[src/rtl/fetch_controller.sv]
// fetch_controller: drives the program counter and instruction-memory request.
// It sequences boot, normal fetch, memory-latency waits and redirect draining,
// and arbitrates trap/branch redirects against stalls and in-flight requests.
module fetch_controller #(
    parameter logic [63:0] RESET_VECTOR = 64'h0,
    parameter int unsigned BOOT_CYCLES  = 4
) (
    input  logic        clk,
    input  logic        rst,
    input  logic [63:0] pc,
    input  logic        stall,
    output logic        memReq,
    input  logic        memReady,
    input  logic        branchTaken,
    input  logic [63:0] branchTarget,
    input  logic        trapReq,
    input  logic [63:0] trapVector,
    output logic [63:0] nextPc,
    output logic        pcStall,
    output logic        fetchValid,
    output logic        flush
);

    typedef enum logic [1:0] {
        ST_BOOT  = 2'd0,
        ST_FETCH = 2'd1,
        ST_WAIT  = 2'd2,
        ST_DRAIN = 2'd3
    } state_t;

    localparam logic [7:0] BOOT_INIT = 8'(BOOT_CYCLES);

    state_t      state_q, state_d;
    logic [7:0]  boot_cnt_q, boot_cnt_d;
    logic [63:0] pending_pc_q, pending_pc_d;

    logic        redirect;
    logic [63:0] redirect_pc;
    logic [63:0] pc_plus4;

    // Trap wins over branch; redirect targets are always word aligned.
    assign redirect    = trapReq | branchTaken;
    assign redirect_pc = (trapReq ? trapVector : branchTarget) & ~64'h3;
    // Natural 64-bit add: the carry out is dropped, so the top word wraps to 0.
    assign pc_plus4    = pc + 64'd4;

    // State register with synchronous reset; reset abandons any in-flight fetch.
    always_ff @(posedge clk) begin
        // NOTE: sequential state uses non-blocking (<=) so every flop samples
        // the pre-edge values of its neighbours, independent of statement order.
        if (rst) begin
            state_q      <= ST_BOOT;
            boot_cnt_q   <= BOOT_INIT;
            pending_pc_q <= '0;
        end else begin
            state_q      <= state_d;
            boot_cnt_q   <= boot_cnt_d;
            pending_pc_q <= pending_pc_d;
        end
    end

    // Next-state and combinational outputs from current state and inputs.
    always_comb begin
        // NOTE: every output and _d signal gets a default before the case so
        // no path leaves one unassigned, which would otherwise infer a latch.
        state_d      = state_q;
        boot_cnt_d   = boot_cnt_q;
        pending_pc_d = pending_pc_q;
        nextPc       = pc;
        pcStall      = 1'b0;
        memReq       = 1'b0;
        fetchValid   = 1'b0;
        flush        = 1'b0;

        if (rst) begin
            nextPc = RESET_VECTOR;
        end else begin
            unique case (state_q)
                ST_BOOT: begin
                    // Redirects and memReady are ignored until boot finishes.
                    nextPc     = RESET_VECTOR;
                    boot_cnt_d = boot_cnt_q - 8'd1;
                    if (boot_cnt_q <= 8'd1) begin
                        state_d = ST_FETCH;
                    end
                end

                ST_FETCH: begin
                    memReq = 1'b1;
                    if (redirect) begin
                        nextPc = redirect_pc;
                        flush  = 1'b1;
                    end else if (memReady && !stall) begin
                        nextPc     = pc_plus4;
                        fetchValid = 1'b1;
                    end else if (memReady) begin
                        // Decode is stalled: hold pc and re-request next cycle.
                        pcStall = 1'b1;
                    end else begin
                        pcStall = 1'b1;
                        state_d = ST_WAIT;
                    end
                end

                ST_WAIT: begin
                    memReq  = 1'b1;
                    pcStall = 1'b1;
                    if (redirect && memReady) begin
                        nextPc  = redirect_pc;
                        pcStall = 1'b0;
                        flush   = 1'b1;
                        state_d = ST_FETCH;
                    end else if (redirect) begin
                        // Request still in flight: remember where to go once
                        // the stale instruction has returned.
                        pending_pc_d = redirect_pc;
                        state_d      = ST_DRAIN;
                    end else if (memReady) begin
                        state_d = ST_FETCH;
                        if (!stall) begin
                            nextPc     = pc_plus4;
                            pcStall    = 1'b0;
                            fetchValid = 1'b1;
                        end
                    end
                end

                ST_DRAIN: begin
                    memReq  = 1'b1;
                    pcStall = 1'b1;
                    if (redirect) begin
                        pending_pc_d = redirect_pc;
                    end
                    if (memReady) begin
                        // Returned instruction belongs to the squashed path.
                        nextPc  = redirect ? redirect_pc : pending_pc_q;
                        pcStall = 1'b0;
                        flush   = 1'b1;
                        state_d = ST_FETCH;
                    end
                end

                default: begin
                    state_d = ST_BOOT;
                end
            endcase
        end
    end

endmodule

[config.mk]
export PLATFORM = sky130hd
export DESIGN_NAME = fetch_controller
export DESIGN_NICKNAME = d
export VERILOG_FILES = /design/src/rtl/fetch_controller.sv
export SDC_FILE = /design/constraint.sdc
export NUM_CORES = 1
export LEC_CHECK = 0
export ABC_AREA = 1
export BUFFER_PORTS_ARGS = -buffer_cell sky130_fd_sc_hd__buf_2
export CORE_UTILIZATION = 24
export CTS_CLUSTER_DIAMETER = 40
export DETAILED_ROUTE_END_ITERATION = 10
export PLACE_DENSITY = 0.4
export SYNTH_ARGS = -nofsm -noshare
export SYNTH_HDL_FRONTEND = slang
export SYNTH_SLANG_ARGS = --single-unit
[constraint.sdc]
create_clock -name clk -period 4.5 [get_ports clk]
set_input_delay 1.35 -clock clk [delete_from_list [all_inputs] [get_ports clk]]
set_output_delay 1.35 -clock clk [all_outputs]
set_load 0.01 [all_outputs]
==> metrics <==
crit-path max FO=5; largest net degree at the start of global routing=86; main flop type after synthesis=dfxtp_1; Clock Skews=0.00671 ns; final setup fails=0; layout cells sized above 1=23.0%; max-cap viol count=0; cell family with most CP delay=simple AND/OR/NAND/NOR gates; post-synth cell types=45; Total GRT Usage=24.0%; htree depth=3; Die Ht=196 um; length of the first detailed-routing pass in iterations=5; Hold Path Depth=2; VDD IR max=0.184 mV; Seq cells post-synth=74; CP max-delay cell=a21oi_1; I/O Pins=266; CTS tree=built; Die X=196 um; CP bufs+invs=4; fmax=0.227 GHz; R2R depth=11; most common cell in the synthesized netlist=nor2_1; Gate Count Post-Synth=1745; clk sink count=74; Period minus WS final=4.40 ns; clock root buffer=clkbuf_16; RR Startpoint=state_q[0]$_SDFFE_PP0P_; Detailed Place HPWL=34.3 mm; Synth area leaders=nor2_1 18%, nand2_1 17%, dfxtp_1 16%; static leakage=0.00554 uW; Synth Cell Area=8990 sq um; delay of the slowest cell on the worst path=0.26 ns; Filler cells=4253; Critical Path Source Type=primary input; Setup CP Type=in -> out; clock buffer count from CTS=9; routed vias/inst=5.05; main combinational cell family by area after synthesis=simple AND/OR/NAND/NOR gates; CP arrival=3.05 ns; core area=36800 sq um; antenna viol nets, final=0; setup slack, reg-to-reg=1.99 ns; DRT iter0 DRCs=867; DP Worst Slack=-0.149 ns; yosys warns=0; Finished Layout Cells=2506; Period Utilization, post-route=97.9%; Post-Synth Simple-Gate Area=44.6%; first-pass GRT wire length=70.2 mm; adder-cell share of the synthesized area=0.974%; Fin Hold WS=0.469 ns; Worst-path clk slew=0.06 ns; Max clock buf depth=2; Min-Delay Path Class=reg -> reg; vias in the first global route=11700; drt drc=0; RSZ-0062 raised after global routing=true; sequential area share after synthesis=16.5%; post-route cell area=12000 sq um; asr flop ratio synth=0%; IO buf count=261; post-synth top area share=17.5%; crit end category=output port; Placed Cells=2485; DR WL/cell=18.6 um; Syn Nets=1950; initial antenna violation count=3; grt total ovfl=0; Rows=70; Fin. Hold Viols=0; EDFF count, synth=0; hold path endpoint=pending_pc_q[1]$_SDFFE_PP0P_; Synth top cells by count=420 x nor2_1, 399 x nand2_1, 230 x o21ai_0; drt total wl=46.7 mm; Worst Hold Launch=pending_pc_q[1]$_SDFFE_PP0P_; Synth area leader=nor2_1; Clk Latency, worst-skew pair=0.37 ns; worst relative slew slack=37.5%; cell breakdown of the critical path=buf_2 -> buf_4 -> nand2_1 -> nor2_4 -> nand2_1 -> nor2_1 -> nand2_2 -> buf_4 -> o21ai_0 -> nand2_1 -> a21oi_1 -> buf_2; die area=38300 sq um; Final #Nets=2237; Post-Synth XOR/XNOR Area=0.0974%; Avg Inst Size Synth=5.15 sq um; vias=12700; CP most frequent cell=nand2_1; hold_buf cts=0; post-synthesis compound-gate area fraction=27.9%; starting density of the core=24.5%; status=completed; post-route worst setup slack=0.0962 ns; pins over their slew limit=0; post-synthesis mux area share=0.334%; dpl cell area=11500 sq um; Placer Congestion=0.920; RR Endpoint=pending_pc_q[1]$_SDFFE_PP0P_; Pwr Density=274 nW/um^2; CP Data Required Time=3.15 ns; worst slew pin tran=0.937 ns; area grow syn2layout=34.0%
[how the worst max path moves through the flow]
| stage | cells after the start | from | slack (ns) | endpoint |
|---|---|---|---|---|
| floorplan | 11 | pc[2] | 0.54 | nextPc[38] |
| CTS | 13 | pc[3] | -0.06 | nextPc[59] |
| finish | 12 | pc[3] | 0.1 | nextPc[21] |
| global placement | 13 | pc[2] | -0.13 | nextPc[54] |
| detailed placement | 12 | pc[2] | -0.15 | nextPc[22] |
| global route | 13 | pc[3] | -0.02 | nextPc[30] |
[state kept, by name, summed over array words and instances, names as in the netlist]
register,cells
pending_pc_q,64
boot_cnt_q,8
state_q,2
[logic make-up after synthesis]
family	Yosys count
buffers and inverters	209
multiplexers	3
flip-flops	74
adder cells (fa/ha/maj)	7
AND/OR/NAND/NOR	982
AO/OA/AOI/OAI	469
XOR/XNOR	1
[layout by cell type, fill, tap and decap left out, types with 21 or more instances in the layout]
cell type and n:
dfxtp_1 74, o21ai_0 226, nand3_1 75, nand2_1 394, buf_4 103, inv_1 94
nor2_2 21, nor3_1 33, a21oi_1 147, buf_2 261, o22ai_1 36, nor2_1 396
[per-stage QoR]
step	total power, uW	setup TNS [ns]	utilization, %
final	3300	0	32.8
after detailed placement	2440	-0.964	31.3
after global routing	3560	-0.0306	32.8
after floorplan	1840	0	-
after CTS	3310	-0.192	32.2
after global placement	2430	-0.946	31.3
[routing by layer]
metal  vias up  GRT usage (%)  part of all wire, %
met2       409           40.7                   47
li1       6358              -                    -
met1      5828           32.0                   46
met3        57           2.57                  5.1
met5         -              0                0.041
met4         4           6.62                  2.1
[layout make-up]
class	count	area (sq um)	area share (%)
tap	468	586	4.86
timing repair buffer	381	2420	20.1
sequential	74	1480	12.3
clock buffer	10	229	1.90
antenna	1	2.50	0.0208
multi-input combinational	1462	6840	56.8
clock inverter	6	90.1	0.748
inverter	104	398	3.30
[worst reg2reg max path, stage by stage (launching register included)]
cell,delay (ns)
dfxtp_1,0.35
inv_1,0.11
ha_1,0.19
clkinv_1,0.13
buf_4,0.25
nor2_1,0.15
inv_2,0.07
o21ai_4,0.06
buf_4,0.72
nand2_1,0.21
nand3_1,0.12
inv_1,0.04
[what timing repair did]
| action | CTS | global route |
|---|---|---|
| pin swaps | 1 | 5 |
| endpoints found under the setup margin | 20 | 44 |
| setup buffers | 1 | 3 |
| resized for setup | 5 | 55 |
[report_power, final]
group | total [uW] | switching, uW | internal (uW)
Combinational | 1580 | 1030 | 549
Clock | 850 | 361 | 489
Sequential | 871 | 74.0 | 796
Note: power is estimated with default switching activity, not from simulation.
